[src/rtl/wb_regfile_pkg.sv]
//------------------------------------------------------------------------------
// Module      : wb_regfile_pkg
// Description : Shared constants and encodings for the write-back stage and
//               the architectural register file.
// Revision    : 1.0 - initial release
//------------------------------------------------------------------------------
`default_nettype none

package wb_regfile_pkg;

   localparam int XLEN   = 32;
   localparam int NREG   = 32;
   localparam int REG_AW = 5;

   // Write-back source selection
   typedef enum logic [1:0] {
      WB_SEL_ALU  = 2'd0,
      WB_SEL_MEM  = 2'd1,
      WB_SEL_LINK = 2'd2
   } wb_sel_e;

   // Hardwired-zero register index
   localparam logic [REG_AW-1:0] X0 = '0;

endpackage

`default_nettype wire

[src/rtl/wb_regfile_regfile_2r1w.sv]
//------------------------------------------------------------------------------
// Module      : regfile_2r1w
// Description : Two-read / one-write register array with asynchronous reset,
//               hardwired x0 and same-cycle write-through bypass on reads.
// Revision    : 1.0 - initial release
//------------------------------------------------------------------------------
`default_nettype none

module regfile_2r1w
   import wb_regfile_pkg::*;
#(
   parameter int XLEN = wb_regfile_pkg::XLEN,
   parameter int NREG = wb_regfile_pkg::NREG
) (
   input  logic              clk,
   input  logic              rst,
   input  logic              we,
   input  logic [REG_AW-1:0] waddr,
   input  logic [XLEN-1:0]   wdata,
   input  logic [REG_AW-1:0] raddr1,
   input  logic [REG_AW-1:0] raddr2,
   output logic [XLEN-1:0]   rdata1,
   output logic [XLEN-1:0]   rdata2
);

   logic [XLEN-1:0] regs [NREG];

   // Storage: cleared asynchronously, x0 is never written
   always_ff @(posedge clk or posedge rst) begin
      if (rst) begin
         for (int i = 0; i < NREG; i++) begin
            regs[i] <= '0;
         end
      end else if (we && (waddr != X0)) begin
         regs[waddr] <= wdata;
      end
   end

   // Read port 1: x0 reads zero, otherwise bypass a same-cycle write
   always_comb begin
      rdata1 = regs[raddr1];
      if (raddr1 == X0) begin
         rdata1 = '0;
      end else if (we && (raddr1 == waddr)) begin
         rdata1 = wdata;
      end
   end

   // Read port 2: identical policy to port 1
   always_comb begin
      rdata2 = regs[raddr2];
      if (raddr2 == X0) begin
         rdata2 = '0;
      end else if (we && (raddr2 == waddr)) begin
         rdata2 = wdata;
      end
   end

endmodule

`default_nettype wire

[src/rtl/wb_regfile.sv]
//------------------------------------------------------------------------------
// Module      : wb_regfile
// Description : Write-back stage: result select, commit qualification,
//               EX forwarding export, retired-instruction counter and the
//               architectural register file.
// Revision    : 1.0 - initial release
//------------------------------------------------------------------------------
`default_nettype none

module wb_regfile
   import wb_regfile_pkg::*;
#(
   parameter int XLEN  = wb_regfile_pkg::XLEN,
   parameter int NREG  = wb_regfile_pkg::NREG,
   parameter int CNT_W = 64
) (
   input  logic              sys_clk,
   input  logic              sys_rst,
   input  logic              wb_valid_i,
   input  logic [XLEN-1:0]   ALU_result_i,
   input  logic [XLEN-1:0]   DataMemReadData_i,
   input  logic [XLEN-1:0]   pc_link_i,
   input  logic [REG_AW-1:0] RD_addr_i,
   input  logic              RegWrite_i,
   input  logic              MemToReg_i,
   input  logic              isjump_i,
   input  logic [REG_AW-1:0] rs1_addr_i,
   input  logic [REG_AW-1:0] rs2_addr_i,
   output logic [XLEN-1:0]   rs1_data_o,
   output logic [XLEN-1:0]   rs2_data_o,
   output logic              fwd_we_o,
   output logic [REG_AW-1:0] fwd_addr_o,
   output logic [XLEN-1:0]   fwd_data_o,
   output logic [CNT_W-1:0]  instret_o
);

   wb_sel_e          wb_sel;
   logic [XLEN-1:0]  wb_data;
   logic             commit_we;
   logic [CNT_W-1:0] instret_q;

   // Source select: a jump link wins over load data, ALU is the fallback
   always_comb begin
      wb_sel = WB_SEL_ALU;
      if (isjump_i) begin
         wb_sel = WB_SEL_LINK;
      end else if (MemToReg_i) begin
         wb_sel = WB_SEL_MEM;
      end
   end

   // Write-back data mux, full case so no X can leak onto the result
   always_comb begin
      case (wb_sel)
         WB_SEL_LINK: wb_data = pc_link_i;
         WB_SEL_MEM:  wb_data = DataMemReadData_i;
         default:     wb_data = ALU_result_i;
      endcase
   end

   // Bubbles and x0 destinations never commit
   assign commit_we = wb_valid_i & RegWrite_i & (RD_addr_i != X0);

   assign fwd_we_o   = commit_we;
   assign fwd_addr_o = RD_addr_i;
   assign fwd_data_o = wb_data;

   // Retired-instruction counter: every valid slot retires, wraps silently
   always_ff @(posedge sys_clk or posedge sys_rst) begin
      if (sys_rst) begin
         instret_q <= '0;
      end else if (wb_valid_i) begin
         instret_q <= instret_q + 1'b1;
      end
   end

   assign instret_o = instret_q;

   regfile_2r1w #(
      .XLEN (XLEN),
      .NREG (NREG)
   ) u_regfile (
      .clk    (sys_clk),
      .rst    (sys_rst),
      .we     (commit_we),
      .waddr  (RD_addr_i),
      .wdata  (wb_data),
      .raddr1 (rs1_addr_i),
      .raddr2 (rs2_addr_i),
      .rdata1 (rs1_data_o),
      .rdata2 (rs2_data_o)
   );

endmodule

`default_nettype wire

[config.mk]
export PLATFORM = sky130hd
export DESIGN_NAME = wb_regfile
export DESIGN_NICKNAME = d
export VERILOG_FILES = /design/src/rtl/wb_regfile_pkg.sv /design/src/rtl/wb_regfile_regfile_2r1w.sv /design/src/rtl/wb_regfile.sv
export SDC_FILE = /design/constraint.sdc
export NUM_CORES = 2
export LEC_CHECK = 0
export BUFFER_PORTS_ARGS = -buffer_cell sky130_fd_sc_hd__buf_2
export CAP_MARGIN = 0
export CORE_ASPECT_RATIO = 1.75
export CORE_MARGIN = 3
export CORE_UTILIZATION = 40
export CTS_CLUSTER_SIZE = 24
export DETAILED_ROUTE_END_ITERATION = 16
export PLACE_DENSITY_LB_ADDON = 0.08
export SYNTH_ARGS = -nofsm -noshare
export SYNTH_HDL_FRONTEND = slang
export SYNTH_SLANG_ARGS = --single-unit
[constraint.sdc]
create_clock -name sys_clk -period 41.6 [get_ports sys_clk]
set_input_delay 4.16 -clock sys_clk [delete_from_list [all_inputs] [get_ports sys_clk]]
set_output_delay 4.16 -clock sys_clk [all_outputs]
set_load 0.1 [all_outputs]
Word-level counts from Yosys, hierarchy flattened
Index checks and enable logic that the tools add are counted.
{"block": "word_totals", "output_inout_bits": 166, "word_cells": 70, "regBits": 1088, "in_bits": 117}
{"block": "op_classes", "n_eq_ne": 4, "reduce_logical": 7, "n_lt_le_gt_ge": 4, "n_bitwise": 5, "n_mux": 16, "add_sub_neg": 1}
{"operator": "1024-bit bitwise mux", "n": 1}
{"operator": "32-bit binary-select mux with 5-bit select", "n": 2}
{"operator": "32-bit two-way mux", "n": 9}
{"operator": "32-bit demux with 5-bit select", "n": 1}
{"operator": "64-bit by 1-bit adder with 64-bit output, second input constant", "n": 1}
{"operator": "32-bit case mux with 2 select lines", "n": 1}
{"operator": "6-bit >= comparator, second input constant", "n": 3}
{"operator": "5-bit inverter with 6-bit output", "n": 3}
{"operator": "5-bit == test", "n": 2}
{"operator": "5-bit logical NOT", "n": 2}
{"operator": "6-bit by 1-bit < comparator with 1-bit output, second input constant", "n": 1}
{"operator": "5-bit nonzero test", "n": 1}
{"operator": "1-bit logical AND", "n": 4}
{"operator": "1-bit AND", "n": 2}
{"operator": "2-bit by 1-bit == test with 1-bit output, second input constant", "n": 1}
{"operator": "2-bit == test, second input constant", "n": 1}
{"operator": "2-bit two-way mux", "n": 1}
{"operator": "1-bit two-way mux", "n": 1}

Longest topological paths before layout
{"block": "logic_depth", "ltp_word": 6, "ltp_mapped": 11, "ltp_nobuf": 7}

Hierarchy
A second synthesis with hierarchy kept.
{"block": "hier_totals", "cells_unflattened": 4131, "hier_area_um2": 58417.3}
{"module": "regfile_2r1w", "area_per_inst_um2": 54690.0, "instances": 1, "seq_area_each_um2": 25624.6, "cells_each": 3746}
{"module": "wb_regfile", "area_per_inst_um2": 3727.3, "instances": 1, "seq_area_each_um2": 1601.5, "cells_each": 385}

Least setup slack after synthesis
Ideal clock, no wire load.
{"block": "synth_path", "kind": "input -> output", "startpoint": "input port RD_addr_i[4]", "endpoint": "output port rs1_data_o[11]", "path_buffers": 3, "required_time_ns": 37.440, "arrival_time_ns": 8.621, "cell_stages": 9, "slack_ns": 28.819, "cell_sequence": "buf_2 -> nor3_4 -> a21oi_2 -> and4_1 -> or2_2 -> clkbuf_1 -> buf_2 -> o22ai_1 -> a211oi_1"}
{"block": "synth_between", "elab_chain_cells": 5, "elab_cells_between_ends": 6, "classes_between": "eq/ne: 1; mux: 2; bitwise: 1; reduce/logical: 2"}
{"element": "start: declaration", "line_no": "wb_regfile.sv:23", "source": "input logic [REG_AW-1:0] RD_addr_i,"}
{"element": "5-bit nonzero test", "line_no": "wb_regfile.sv:62", "source": "assign commit_we = wb_valid_i & RegWrite_i & (RD_addr_i != X0);"}
{"element": "1-bit AND", "line_no": "wb_regfile.sv:62"}
{"element": "net fwd_we_o", "line_no": "wb_regfile.sv:31", "source": "output logic fwd_we_o,"}
{"element": "1-bit logical AND", "line_no": "wb_regfile_regfile_2r1w.sv:44", "source": "end else if (we && (raddr1 == waddr)) begin"}
{"element": "32-bit two-way mux", "line_no": "wb_regfile_regfile_2r1w.sv:44"}
{"element": "32-bit two-way mux", "line_no": "wb_regfile_regfile_2r1w.sv:42", "source": "if (raddr1 == X0) begin"}
{"element": "end: declaration", "line_no": "wb_regfile.sv:29", "source": "output logic [XLEN-1:0] rs1_data_o,"}
The timed path passes the listed nets, and every way through them passes these cells.

Worst setup path after layout
{"block": "layout_path", "startpoint": "input port rs2_addr_i[0]", "endpoint": "output port rs2_data_o[14]"}
{"block": "layout_between", "elab_chain_cells": 6, "elab_cells_between_ends": 9, "classes_between": "eq/ne: 1; mux: 5; bitwise: 1; reduce/logical: 2"}
{"element": "start: declaration", "line_no": "wb_regfile.sv:28", "source": "input logic [REG_AW-1:0] rs2_addr_i,"}
{"element": "5-bit inverter with 6-bit output (not written as such)", "line_no": "wb_regfile_regfile_2r1w.sv:51", "source": "rdata2 = regs[raddr2];"}
{"element": "32-bit binary-select mux with 5-bit select", "line_no": "wb_regfile_regfile_2r1w.sv:51"}
{"element": "32-bit two-way mux (not written as such) (2 in series)", "line_no": "wb_regfile_regfile_2r1w.sv:51"}
{"element": "32-bit two-way mux", "line_no": "wb_regfile_regfile_2r1w.sv:54", "source": "end else if (we && (raddr2 == waddr)) begin"}
{"element": "32-bit two-way mux *", "line_no": "wb_regfile_regfile_2r1w.sv:52", "source": "if (raddr2 == X0) begin"}
{"element": "end: declaration", "line_no": "wb_regfile.sv:30", "source": "output logic [XLEN-1:0] rs2_data_o,"}
Every way passes the cells marked *; elsewhere a longest branch is shown, timed or not. The select of a mux whose other input is x is not followed.

==> results_dict.tcl <==
set metrics [dict create \
    die_h_microns 506.5 \
    path_buf_inv 4 \
    fin_crit_ns 12.82 \
    yosysSeqAreaShare 0.4756 \
    hold_violations 0 \
    r2r_setup_slack_ns 39.05 \
    endpoint_kind "output pin" \
    pwr-share-clk 0.358 \
    vias 42540 \
    start_util 0.4026 \
    worst_ep_required_time_ns 37.44 \
    place_hpwl_microns 129700 \
    clkSlewWorstSetupHoldPaths_ns 0.06 \
    skew_ns 0.007348 \
    stdcell_count 7096 \
    slowest_delay_ns 0.98 \
    pin_count 283 \
    critPathTopFamily "buffers and inverters" \
    fin_area_sq_um 63390 \
    cts_hold_buf 0 \
    slowest_stage "a211oi_1" \
    cp_max_fo 85 \
    track_usage 0.2958 \
    crit_chain "buf_8 -> buf_12 -> buf_4 -> mux4_2 -> nand2_1 -> and3_1 -> a21oi_1 -> o22ai_1 -> a211oi_1 -> buf_2" \
    synth_cells 5192 \
    drtPass1Iterations 6 \
    p_leak_nw 28.02 \
    drt_iter0_markers 3237 \
    die-area_sq_um 147900 \
    syn_area_per_cell_sq_um 11.03 \
    crit_path_start_kind "input port" \
    ys_top_cells_by_area "dfrtp_1 48%, mux4_2 19%, o21ai_0 8.9%" \
    wire_per_inst_microns 30.73 \
    ys.flop_type "dfrtp_1" \
    criticalPathCategory "in -> out" \
    clock.fmax_mhz 77.98 \
    synth_cell_type_count 75 \
    p_int_w 0.001984 \
    async_flop_share 1.000 \
    drtAntennaViolNets 0 \
    rsz0062_at_grt "no" \
    nNetsFinal 5276 \
    power.density_nw_per_um2 45.63 \
    drc 0 \
    cts_resized 0 \
    grt_max_degree 163 \
    max-cap-violations 0 \
    p_switching_w 0.0009087 \
    fp.dieW_microns 292.0 \
    maxSlewViolCount 0 \
    grt-ovfl-total 0 \
    final_layout_size_suffix_gt1_frac 0.2258 \
    portBuffers 282 \
    synthXorXnorAreaFrac 0.01117 \
    hold_path_class "reg -> reg" \
    clockRootBuffer "clkbuf_16" \
    netlist_area_sq_um 57250 \
    synth_top_cells_by_count "1122 x nand2_1, 1088 x dfrtp_1, 1020 x o21ai_0" \
    ir_drop_v 0.00003096 \
    synthMuxAreaShare 0.2312 \
    clock-sinks 1088 \
    placed_area_sq_um 59720 \
    routed_wl_microns 218000 \
    h-tree-depth 3 \
    crit_arrival_ns 8.66 \
    post_cts_buffers 0 \
    worst_pin_slew_ns 1.238 \
    synth_most_common_cell "nand2_1" \
    seqCellArea_sq_um 27230 \
    synth_top_family_by_area "multiplexers" \
    layout-area-overhead-vs-synth_pct 10.74 \
    synth_compound_area_frac 0.1298 \
    core_area_sq_um 142200 \
    dp_cells 6895 \
    ys_seq_elements 1088 \
    period_share 0.3083 \
    setup_ws_ns 28.78 \
    grt_pass1_wl_microns 318000 \
    seq_power_share 0.444 \
    synth_top_area_cell "dfrtp_1" \
    synth_edf_count 0 \
    place.gp.congestion 0.8156 \
    yosys.area.top_type_share 0.4756 \
    grt_pass1_vias 43770 \
    power_frac_comb 0.198 \
    multiInputGateArea_sq_um 27560 \
    slew_headroom 0.1726 \
    numCtsBuffers 111 \
    clk_latency_ns 0.73 \
    synth-simple-area-share 0.1001 \
    p_sw_frac 0.3141 \
    routed_via_density 5.995 \
    setup_viol_count_final 0 \
    pre_cts_ws_ns 28.76 \
    syn_nets 5310 \
    finalSetupTns_ns 0 \
    n_fill_cell 13560 \
    cts_buffer_depth 3 \
    yosys.area_share.adder 0.0002186 \
    core.rowCount 183 \
    cts_tree "built" \
    antenna_found_initial 8 \
    status "completed" \
    yosysWarnings 0 \
]
-- through the flow --
step | power (W) | hold slack [ns] | util
2_1_floorplan | 0.001710 | 0.4413 | -
3_3_place_gp | 0.001866 | 0.3771 | 0.4200
3_5_place_dp | 0.001880 | 0.3836 | 0.4200
4_1_cts | 0.002916 | 0.3967 | 0.4458
5_1_grt | 0.003015 | 0.4079 | 0.4458
6_report | 0.002893 | 0.4001 | 0.4458
-- cell usage in the layout, fill, tap and decap left out, drive strengths merged, types with 5 or more instances in the layout --
| cell | n |
|---|---|
| mux4 | 498 |
| nand4 | 17 |
| nor2b | 16 |
| nand2b | 8 |
| a21oi | 97 |
| nor2 | 89 |
| a22oi | 8 |
| a31oi | 13 |
| or2 | 6 |
| clkbuf | 176 |
| and2 | 14 |
| and3 | 33 |
| and4 | 10 |
| nor3 | 20 |
| inv | 48 |
| nor3b | 6 |
| nand3 | 26 |
| o22ai | 54 |
| dfrtp | 1088 |
| xnor2 | 36 |
| a211oi | 71 |
| a221o | 10 |
| buf | 404 |
| clkinv | 15 |
| xor2 | 37 |
| o211ai | 6 |
| mux2i | 193 |
| o21ai | 1027 |
| mux2 | 6 |
| bufinv | 5 |
| a221oi | 48 |
| nand2 | 1122 |
-- worst register-to-register path, delay by kind of cell, from the launching register on --
kind	cells	cell delay, ns
AND/OR/NAND/NOR	5	1.70
XOR/XNOR	1	0.13
adder cells (fa/ha/maj)	1	0.19
flip-flops	1	0.41
-- flip-flops by register name, summed over array words and instances, names as in the netlist --
register,cells
u_regfile.regs,1024
instret_o,64
-- worst paths after layout --
check / start / endpoint / cells past startpoint
hold reg to reg: u_regfile.regs[1021] / u_regfile.regs[1021] / 0
max in group asynchronous: sys_rst / u_regfile.regs[881] / 7
min in group asynchronous: sys_rst / u_regfile.regs[612] / 2
hold / removal: u_regfile.regs[1021] / u_regfile.regs[1021] / 0
setup reg to reg: instret_o[0] / instret_o[46] / 7
setup / recovery: rs2_addr_i[0] / rs2_data_o[14] / 10
-- layout make-up --
type,instances,share of cell area
Multi-Input combinational cell,3505,0.4347
Sequential cell,1088,0.4295
Clock buffer,176,0.05373
Timing Repair Buffer,404,0.03833
Tap cell,1850,0.03651
Clock inverter,22,0.004086
Inverter,48,0.003040
Antenna cell,3,0.0001184
-- per-layer routing --
metal  global-route usage  up-vias  routed length [microns]
li1                     -    18650                        -
met1               0.3779    22070                    87480
met2               0.5158     1457                   110100
met3              0.03324      368                    10960
met4               0.1162        2                     9479
met5                    0        -                       12
-- power by group through the flow --
stage,Clock [W],Combinational (W),Sequential [W]
global placement,0,0.000570,0.00130
global route,0.00109,0.000621,0.00130
CTS,0.00105,0.000579,0.00128
detailed placement,0,0.000578,0.00130
floorplan,0,0.000418,0.00129
finish,0.00103,0.000574,0.00128
-- kinds of logic (layout without fill, tap and decap cells) --
| group | Yosys count | in the layout |
|---|---|---|
| other cells | 0 | 3 |
| mux | 697 | 697 |
| fa+ha+maj | 1 | 1 |
| xor+xnor | 73 | 73 |
| buf+inv | 599 | 650 |
| simple gates | 1378 | 1378 |
| compound gates | 1356 | 1356 |
| flops | 1088 | 1088 |
No activity file was read; power rests on OpenSTA's default activity.
